==> src/rtl/pipe_stall_sched.sv <==
// pipe_stall_sched: EX/ID stall scheduler and mul/div sequencer for the
// 5-stage core. Drives the shared stall bus (bit0 PC .. bit5 WB), issues
// start/cancel to the HI/LO mul/div unit and counts stalled cycles.
module pipe_stall_sched #(
  parameter int MUL_LAT = 4,
  parameter int STALL_W = 6,
  parameter int CNT_W   = 32
) (
  input  logic               clk,
  input  logic               rst,
  input  logic               stallreq_id,
  input  logic               ex_md_req,
  input  logic               ex_md_is_div,
  input  logic               div_ready,
  input  logic               flush,
  output logic               md_start,
  output logic               md_cancel,
  output logic               md_done,
  output logic [STALL_W-1:0] stall,
  output logic [CNT_W-1:0]   stall_cnt
);

  localparam int LW = 4;
  localparam logic [STALL_W-1:0] EX_STALL = STALL_W'(6'b001111);
  localparam logic [STALL_W-1:0] ID_STALL = STALL_W'(6'b000111);

  typedef enum logic [1:0] {S_IDLE, S_MUL_RUN, S_DIV_RUN, S_DONE} state_t;

  state_t           state_q, state_d;
  logic [LW-1:0]    cnt_q, cnt_d;
  logic [CNT_W-1:0] stall_cnt_q, stall_cnt_d;
  logic             ex_stall;

  // State, latency counter and stall counter registers
  always_ff @(posedge clk or posedge rst) begin
    if (rst) begin
      state_q     <= S_IDLE;
      cnt_q       <= '0;
      stall_cnt_q <= '0;
    end else begin
      state_q     <= state_d;
      cnt_q       <= cnt_d;
      stall_cnt_q <= stall_cnt_d;
    end
  end

  // Next-state: flush aborts any operation; DONE always returns to IDLE so a
  // request still held in EX during DONE does not restart.
  always_comb begin
    state_d = state_q;
    cnt_d   = cnt_q;
    unique case (state_q)
      S_IDLE: begin
        if (ex_md_req && !flush) begin
          if (ex_md_is_div) begin
            state_d = S_DIV_RUN;
          end else begin
            state_d = S_MUL_RUN;
            cnt_d   = LW'(MUL_LAT - 1);
          end
        end
      end
      S_MUL_RUN: begin
        if (flush)            state_d = S_IDLE;
        else if (cnt_q == '0) state_d = S_DONE;
        else                  cnt_d   = cnt_q - 1'b1;
      end
      S_DIV_RUN: begin
        if (flush)          state_d = S_IDLE;
        else if (div_ready) state_d = S_DONE;
      end
      S_DONE:  state_d = S_IDLE;
      default: state_d = S_IDLE;
    endcase
  end

  // Outputs: all forced low while reset is held so the bus is quiet
  // immediately on async reset, regardless of what EX/ID are requesting.
  always_comb begin
    ex_stall  = !flush && ((state_q == S_IDLE && ex_md_req) ||
                           state_q == S_MUL_RUN || state_q == S_DIV_RUN);
    md_start  = !rst && state_q == S_IDLE && ex_md_req && !flush;
    md_cancel = !rst && state_q == S_DIV_RUN && flush;
    md_done   = !rst && state_q == S_DONE && !flush;
    stall     = '0;
    if (!rst && !flush) begin
      stall = (ex_stall ? EX_STALL : '0) | (stallreq_id ? ID_STALL : '0);
    end
  end

  // Saturating count of cycles with the PC stalled
  always_comb begin
    stall_cnt_d = stall_cnt_q;
    if (stall[0] && !(&stall_cnt_q)) stall_cnt_d = stall_cnt_q + 1'b1;
  end

  assign stall_cnt = stall_cnt_q;

endmodule

==> config.mk <==
export PLATFORM = sky130hd
export DESIGN_NAME = pipe_stall_sched
export DESIGN_NICKNAME = d
export VERILOG_FILES = /design/src/rtl/pipe_stall_sched.sv
export SDC_FILE = /design/constraint.sdc
export NUM_CORES = 1
export LEC_CHECK = 0
export ABC_AREA = 1
export CAP_MARGIN = 10
export CORE_AREA = 4 4 88 90
export DETAILED_ROUTE_END_ITERATION = 8
export DIE_AREA = 0 0 92 94
export HOLD_SLACK_MARGIN = 0.08
export SETUP_SLACK_MARGIN = 0.02
export SYNTH_ARGS = -nofsm -noshare
export SYNTH_HDL_FRONTEND = slang
export SYNTH_SLANG_ARGS = --single-unit
==> constraint.sdc <==
create_clock -name clk -period 2.36 [get_ports clk]
set_clock_uncertainty 0.15 [all_clocks]
set_input_delay 0.236 -clock clk [delete_from_list [all_inputs] [get_ports clk]]
set_output_delay 0.236 -clock clk [all_outputs]
set_load 0.03 [all_outputs]
Yosys cells after proc, flatten, opt, wreduce, memory -nomap -nowiden
Index checks and enable logic that the tools add are counted.
{"block": "classes", "add_sub_neg": 2, "mul": 0, "div_mod_pow": 0, "order_cmp": 0, "eq_ne": 9, "n_shift": 0, "muxes": 15, "bitwise_logic": 1, "reduce_logical": 23}
{"op": "32-bit by 1-bit adder with 32-bit output (second input constant)", "count": 1}
{"op": "32-bit AND reduction", "count": 1}
{"op": "4-bit two-way mux", "count": 6}
{"op": "1-bit logical AND", "count": 12}
{"op": "2-bit two-way mux", "count": 6}
{"op": "2-bit inequality test (second input constant)", "count": 4}
{"op": "2-bit case mux with 4 select lines", "count": 1}
{"op": "4-bit case mux with 2 select lines", "count": 1}
{"op": "3-bit inequality test (second input constant)", "count": 2}
{"op": "5-bit AND reduction", "count": 1}
{"op": "2-bit == test (second input constant)", "count": 2}
{"op": "4-bit logical NOT", "count": 1}
{"op": "4-bit by 3-bit bitwise OR with 4-bit output", "count": 1}
{"op": "4-bit by 1-bit subtractor with 4-bit output (second input constant)", "count": 1}
{"op": "1-bit logical NOT", "count": 3}
{"op": "3-bit two-way mux", "count": 1}
{"op": "3-bit AND reduction", "count": 1}
{"op": "2-bit by 1-bit == test with 1-bit output (second input constant)", "count": 1}
{"op": "2-bit logical NOT", "count": 1}
{"op": "1-bit logical OR", "count": 2}
{"op": "2-bit nonzero test", "count": 1}
{"block": "word_totals", "ff_bits": 38, "latchBits": 0, "mem_bits_rw": 0, "mem_bits_ro": 0, "in_bits": 7, "out_inout_bits": 41, "word_cells": 53, "mem_count": 0}

Logic depth before layout (Yosys ltp)
Gate-level depths: netlist of run 1.
{"block": "depth", "depth_word": 9, "mapped_depth": 11}

Worst setup path before layout of run 1
OpenSTA, ideal clock, no wires.
{"block": "synth_timing", "kind": "input port to output port", "from": "in rst", "to": "out md_done", "arrival_time_ns": 1.589, "required_ns": 1.974, "setup_slack_ns": 0.385, "path_stages": 3, "cell_sequence": "inv_1 nand2_1 nor2_1"}
{"block": "synth_between", "elab_chain_cells": 3}
{"element": "from (decl)", "line_no": "10", "text": "input logic rst,"}
{"element": "1-bit logical NOT", "line_no": "84", "text": "md_done = !rst && state_q == S_DONE && !flush;"}
{"element": "1-bit logical AND (2 in a row)", "line_no": "84"}
{"element": "to (decl)", "line_no": "18", "text": "output logic md_done,"}
No other way between the ends.

Worst setup path after layout of run 1
{"block": "layout_timing", "from": "reg state_q[1]", "to": "out stall[3]"}
{"block": "layout_between", "elab_chain_cells": 8}
{"element": "from (decl)", "line_no": "29", "text": "state_t state_q, state_d;"}
{"element": "from (signal assigned)", "line_no": "41", "text": "state_q <= state_d;"}
{"element": "2-bit logical NOT", "line_no": "80", "text": "ex_stall = !flush && ((state_q == S_IDLE && ex_md_req) ||"}
{"element": "1-bit logical AND", "line_no": "80"}
{"element": "1-bit logical OR", "line_no": "80"}
{"element": "1-bit logical OR (*)", "line_no": "81", "text": "state_q == S_MUL_RUN || state_q == S_DIV_RUN);"}
{"element": "1-bit logical AND (*)", "line_no": "80"}
{"element": "4-bit two-way mux (*)", "line_no": "87", "text": "stall = (ex_stall ? EX_STALL : '0) | (stallreq_id ? ID_STALL : '0);"}
{"element": "4-bit by 3-bit bitwise OR with 4-bit output (*)", "line_no": "87"}
{"element": "4-bit two-way mux (*)", "line_no": "86", "text": "if (!rst && !flush) begin"}
{"element": "to (decl)", "line_no": "19", "text": "output logic [STALL_W-1:0] stall,"}
Every way passes the cells marked *; elsewhere a longest branch is shown, timed or not.

==> reports/metrics.yaml, run 1 <==
critical_path:
  crit_path_start: "state_q[1]"
  endpoint_kind: "output pin"
  rr_startpoint: "state_q[0]"
  slowest_stage: "dfrtp_1"
  criticalPathCategory: "reg -> out"
  crit_top_cell: "inv_1"
  startpoint_type: "flop"
  critPathCapture: "stall[3]"
  cp.required_ns: 1.97
  max_stage_delay_ns: 0.40
  path_max_fanout: 6
  crit_path_cell_trace: "inv_1 > ha_2 > inv_1 > nand3_1 > nand2_1 > inv_1 > dlygate4sd2_1"
  r2r_setup_slack_ns: 0.35
  arrival_ns: 1.74
  r2r_cells: 11
  rr_endpoint: "stall_cnt[14]"
place:
  dp_hpwl_um: 5150
  place_ws_ns: 0.113
  io_buffer_count: 45
  place_congestion: 0.850
floorplan:
  die-area_um2: 8650
  fp.dieH_um: 94
  pin_count: 48
  start_util: 0.385
  die_x_um: 92
  num_rows: 31
  core_area_um2: 7060
cts:
  cts-buffers-inserted: 5
  clk_pin_slew_ns: 0.08
  htree_levels: 2
  hold_buffers: 0
  cts_buffer_depth: 2
  worstSkewPairLatency_ns: 0.29
  post_cts_buffers: 0
  cts_tree: "built"
  cts.sinks: 38
  root_buffer: "clkbuf_8"
yosys:
  synthTopCellsByArea: "dfrtp_1, nand2_1, nor2_1, inv_1, ha_1"
  yosysSeqAreaShare: 0.350
  ys_ff_latch: 38
  yosysTopAreaCellShare: 0.350
  syn_area_um2: 2720
  synth.avg_cell_area_um2: 6.46
  synth_top_area_cell: "dfrtp_1"
  synthCells: 421
  ys_warn_count: 0
  synth.distinct_cells: 26
global_routing:
  first_global_vias: 2525
  grt.total_usage: 0.168
  antenna_found_initial: 0
  grt_max_degree: 39
  overflow: 0
  grt_pass1_wl_um: 11800
sta:
  setup_viol: 0
  hold_violations: 0
  fin_ws_ns: 0.239
  worst_pin_slew_ns: 0.514
  finalSetupTns_ns: 0
  finalMaxSlewViolations: 0
  max_freq_mhz: 471
  min_period_ns: 2.12
  rsz0062_at_grt: "no"
  period_share: 0.899
  slew_headroom: 0.658
finish:
  layout_commonest_cell: "nand2_1"
  nNetsFinal: 482
  final_cell_mix: "nand2_1, nor2_1, dfrtp_1, clkdlybuf4s50_1, inv_1"
  antenna_cells: 0
  syn2layout_area_growth_pct: 22.1
  layout-drive-gt1-share: 0.0789
power_and_ir_drop:
  powerDensity_nw_per_um2: 622
  leakagePower_nw: 1.52
  vdd_drop_max_mv: 0.435
route:
  drc: 0
  ant_nets: 0
  drt-total-wl_um: 6730
  drt_pass1_iterations: 4
  drtIter0Drc: 122
  viasPerCell: 4.60
  wl_per_cell_um: 11.8
  via_count: 2612
hold_path:
  hp-class: "in -> async"
run_status:
  status: "finished, final reports clean"
run:
  drv_cap: 0
cell usage after synthesis, drive strengths merged:
library cell  count
inv              37
conb              1
nor2             64
o21ai            13
nand2           204
nor3              2
a31oi             1
and2              1
dfrtp            38
o21bai            1
a21oi             6
xor2              8
nand3            14
buf              10
nand4             2
ha                7
nand3b            6
xnor2             6
metal layers:
layer	global-route usage	share of wire	up-vias	wire, µm
li1	-	-	1369	-
met1	0.222	0.47	1179	3180
met2	0.285	0.47	58	3160
met3	0.0321	0.047	6	319
met4	0.0359	0.012	0	79
met5	0	0	-	0
cell type report:
cell class	count	area, µm²
multi-input combinational	337	1550
clock inverter	1	5.00
fill	790	3740
tap	99	124
clock buffer	7	86.3
timing repair buffer	49	463
inverter	37	141
sequential	38	951
timing repair:
item	4_1_cts	5_1_grt
pin swaps	0	0
setup endpoints to repair	5	29
resized for setup	5	10
cells by family after synthesis:
logic type      share of synthesized area
fa+ha+maj                          0.0322
simple gates                        0.449
compound gates                     0.0401
other cells                       0.00138
flops                               0.350
buf+inv                            0.0824
xor+xnor                           0.0451
sequential cells by signal, indices dropped and copies added (netlist names):
name	count
cnt_q	4
stall_cnt	32
state_q	2
worst min path at each step:
stage / end / depth (start not counted) / start / slack (ns)
5_1_grt: cnt_q[0] / 3 / rst / 0.39
3_5_place_dp: cnt_q[2] / 2 / cnt_q[2] / 0.37
6_report: stall_cnt[27] / 3 / rst / 0.32
4_1_cts: cnt_q[0] / 3 / rst / 0.34
3_3_place_gp: cnt_q[2] / 2 / cnt_q[2] / 0.37
2_1_floorplan: cnt_q[0] / 1 / rst / 0.29
power by group:
part           total, mW  internal [mW]  switching [mW]
Sequential         0.803          0.723          0.0802
Combinational      0.781          0.272           0.509
Clock              0.482          0.236           0.245
Total               2.07           1.23           0.835
through the flow:
| stage | cells | area [µm²] | utilization | power, mW | hold slack, ns |
|---|---|---|---|---|---|
| 2_1_floorplan | 422 | 2720 | - | 1.40 | 0.287 |
| 4_1_cts | 568 | 3320 | 0.471 | 2.09 | 0.342 |
| 3_5_place_dp | 560 | 3240 | 0.459 | 1.62 | 0.373 |
| 3_3_place_gp | 560 | 3240 | 0.459 | 1.60 | 0.368 |
| 6_report | 568 | 3320 | 0.470 | 2.07 | 0.319 |
| 5_1_grt | 568 | 3320 | 0.470 | 2.22 | 0.388 |
worst max-delay path, delay by kind of cell, from the launching register on:
family | cells | cell delay (ns)
adder cells (fa/ha/maj) | 1 | 0.26
buffers and inverters | 4 | 0.65
AND/OR/NAND/NOR | 2 | 0.14
flip-flops | 1 | 0.40
No activity file was read; power rests on OpenSTA's default activity.
==> run 2: changes to the inputs <==
--- a/config.mk
+++ b/config.mk
@@ -5,12 +5,12 @@
 export SDC_FILE = /design/constraint.sdc
 export NUM_CORES = 1
 export LEC_CHECK = 0
-export ABC_AREA = 1
 export CAP_MARGIN = 10
-export CORE_AREA = 4 4 88 90
+export CORE_AREA = 4 4 79 81
 export DETAILED_ROUTE_END_ITERATION = 8
-export DIE_AREA = 0 0 92 94
+export DIE_AREA = 0 0 83 85
 export HOLD_SLACK_MARGIN = 0.08
+export REMOVE_ABC_BUFFERS = 1
 export SETUP_SLACK_MARGIN = 0.02
 export SYNTH_ARGS = -nofsm -noshare
 export SYNTH_HDL_FRONTEND = slang
==> run 2 against run 1 <==
Against the previous run: sequential cell count stayed put; die area shrank 18%; clock power shrank 2%; core utilization rose by 5.6 points; fmax decreased by 4.6%; critical path depth rose by 1; setup slack lost 0.10 ns; combinational power fell by 3.2%; first-iteration DRC count fell by 32%; via count is 30% lower.
==> reports/metrics.yaml, run 2 <==
sta:
  rsz0062_at_grt: "no"  # unchanged
  finalSetupTns_ns: 0  # unchanged
  period_share: 0.942  # was 0.899
  finalMaxSlewViolations: 0  # unchanged
  min_period_ns: 2.22  # was 2.12 ns
  slew_headroom: 0.667  # was 0.658
  max_freq_mhz: 450  # was 471 MHz
  hold_violations: 0  # unchanged
  setup_viol: 0  # unchanged
  worst_pin_slew_ns: 0.494  # was 0.514 ns
cts:
  htree_levels: 2  # unchanged
  clk_pin_slew_ns: 0.07  # was 0.08 ns
  cts_buffer_depth: 2  # unchanged
  cts-buffers-inserted: 5  # unchanged
  root_buffer: "clkbuf_8"  # unchanged
  cts_tree: "built"  # unchanged
  cts.sinks: 38  # unchanged
  worstSkewPairLatency_ns: 0.29  # about the same
finish:
  nNetsFinal: 294  # was 482
  fillers: 519  # was 790
  largest_reg_flops: 32  # unchanged
  ff_latch_area_um2: 951  # unchanged
  final_util: 0.526  # was 0.470
  layout-drive-gt1-share: 0.185  # was 0.0789
  antenna_cells: 0  # unchanged
  syn2layout_area_growth_pct: 32.5  # was 22.1%
  final_cell_mix: "dfrtp_1, clkdlybuf4s50_1, nand2_1, buf_4, nand3_1"  # was nand2_1, nor2_1, dfrtp_1, clkdlybuf4s50_1, inv_1
  instances_no_fill: 353  # was 568
  multi_input_area_um2: 1150  # was 1550 µm²
  final_cell_area_um2: 2880  # was 3320 µm²
yosys:
  ys_warn_count: 0  # unchanged
  synth_common_cells: "dfrtp_1, nand2_1, nand3_1"  # was nand2_1, nor2_1, dfrtp_1, inv_1, nand3_1
  async_flop_share: 1.00  # unchanged
  syn_area_um2: 2170  # was 2720 µm²
  synthTopCellsByArea: "dfrtp_1, xnor2_1, xor2_1, ha_1, nand2_1"  # was dfrtp_1, nand2_1, nor2_1, inv_1, ha_1
  synthCells: 217  # was 421
  ys_ff_latch: 38  # unchanged
  synth_flop_cell: "dfrtp_1"  # unchanged
  yosysSeqAreaShare: 0.438  # was 0.350
  synth_most_common_cell: "dfrtp_1"  # was nand2_1
  synth.distinct_cells: 48  # was 26
  yosysTopAreaCellShare: 0.438  # was 0.350
  synth-edff-count: 0  # unchanged
  synth_top_area_cell: "dfrtp_1"  # unchanged
  synth.avg_cell_area_um2: 10.0  # was 6.46 µm²
critical_path:
  endpoint_kind: "flop"  # was output pin
  arrival_ns: 2.25  # was 1.74 ns
  criticalPathCategory: "reg -> reg"  # was reg -> out
  cp.required_ns: 2.39  # was 1.97 ns
  path_max_fanout: 7  # was 6
  startpoint_type: "flop"  # unchanged
run:
  drv_cap: 0  # unchanged
route:
  drt-total-wl_um: 4970  # was 6730 µm
  wl_per_cell_um: 14.1  # was 11.8 µm
  drtIter0Drc: 83  # was 122
  viasPerCell: 5.17  # was 4.60
  drt_pass1_iterations: 5  # was 4
  via_count: 1825  # was 2612
  ant_nets: 0  # unchanged
  drc: 0  # unchanged
floorplan:
  fp.dieH_um: 85  # was 94 µm
  pin_count: 48  # unchanged
  start_util: 0.397  # was 0.385
  die-area_um2: 7060  # was 8650 µm²
  core_area_um2: 5470  # was 7060 µm²
  die_x_um: 83  # was 92 µm
  num_rows: 27  # was 31
place:
  dp.cells: 344  # was 560
  place_congestion: 0.831  # was 0.850
  io_buffer_count: 45  # unchanged
  placed_area_um2: 2770  # was 3240 µm²
  dp_hpwl_um: 3750  # was 5150 µm
power_and_ir_drop:
  vdd_drop_max_mv: 0.497  # was 0.435 mV
  powerDensity_nw_per_um2: 711  # was 622 nW/µm²
  leakagePower_nw: 1.27  # was 1.52 nW
run_status:
  status: "finished, final reports clean"  # unchanged
global_routing:
  grt_pass1_wl_um: 8530  # was 11800 µm
  grt_max_degree: 20  # was 39
  first_global_vias: 1810  # was 2525
  antenna_found_initial: 0  # unchanged
  grt.total_usage: 0.147  # was 0.168
  overflow: 0  # unchanged
hold_path:
  hp-class: "in -> async"  # unchanged
==> run 2: through the flow <==
stage	setup WS [ns]	power, mW	hold slack, ns
after floorplan	-0.0508	1.26	0.290
after global placement	-0.00636	1.56	0.331
after detailed placement	-0.0197	1.57	0.333
after CTS	-0.0669	2.04	0.146
after global routing	0.0255	2.19	0.159
final	0.137	2.05	0.153
==> run 2: repair_timing <==
item                                    4_1_cts  5_1_grt
pin swaps                                     0        2
hold endpoints to repair                      0        0
gates resized for setup                       8       17
hold buffers                                  0        0
endpoints found under the setup margin        5       18
buffers inserted                              0        1
==> run 2: worst max-delay path, cell delays in order (launching register included) <==
cell	delay, ns
dfrtp_1	0.43
inv_2	0.09
ha_2	0.20
a2111oi_2	0.07
or3_4	0.40
buf_4	0.18
nor3_2	0.20
nand4_1	0.12
mux2_2	0.28
==> run 2: final cells by class <==
class,instances,share of cell area
flip-flops and latches,38,0.330
well taps,72,0.0313
repair buffers,63,0.194
clock buffers,7,0.0300
inverters,8,0.0122
clock inverters,1,0.00174
multi-input cells,164,0.400
==> run 2: final timing paths <==
check	startpoint	end	slack [ns]	cells after the start
max in group asynchronous	rst	stall_cnt[22]	1.40	4
worst max-delay path	state_q[1]	stall_cnt[10]	0.14	8
min in group clk	stall_cnt[27]	stall_cnt[27]	0.35	1
worst min register to register	stall_cnt[27]	stall_cnt[27]	0.35	1
worst min-delay path	rst	state_q[0]	0.15	3
worst max register to register	state_q[1]	stall_cnt[10]	0.14	8
==> run 2: power breakdown <==
group | switching (mW) | internal [mW]
Combinational | 0.417 | 0.339
Clock | 0.236 | 0.236
Sequential | 0.0894 | 0.729
Total | 0.742 | 1.30
==> run 2: cell families (layout without fill, tap and decap cells) <==
kind of cell               after synthesis  count (layout)  share of synthesized area
adders and majority gates                7               7                     0.0403
buffers and inverters                   16              79                     0.0478
xor gates and xnor gates                24              24                     0.0968
and+or+nand+nor                        101             101                      0.283
other                                    1               2                    0.00173
DFF                                     38              38                      0.438
muxes                                    2               2                     0.0104
AOI/OAI and AO/OA                       28              28                     0.0818
==> run 2: metal layers <==
metal / GRT usage / up-vias / routed length, µm
met5: 0 / - / 0
met4: 0.0357 / 0 / 52
met3: 0.0427 / 6 / 227
met2: 0.257 / 36 / 2480
met1: 0.178 / 888 / 2210
li1: - / 895 / -
==> run 3: changes to the inputs <==
--- a/config.mk
+++ b/config.mk
@@ -12,6 +12,7 @@
 export HOLD_SLACK_MARGIN = 0.08
 export REMOVE_ABC_BUFFERS = 1
 export SETUP_SLACK_MARGIN = 0.02
+export SLEW_MARGIN = 25
 export SYNTH_ARGS = -nofsm -noshare
 export SYNTH_HDL_FRONTEND = slang
 export SYNTH_SLANG_ARGS = --single-unit
==> results of run 3 <==
No change in the layout: final DEF, timing and power equal those of run 2.
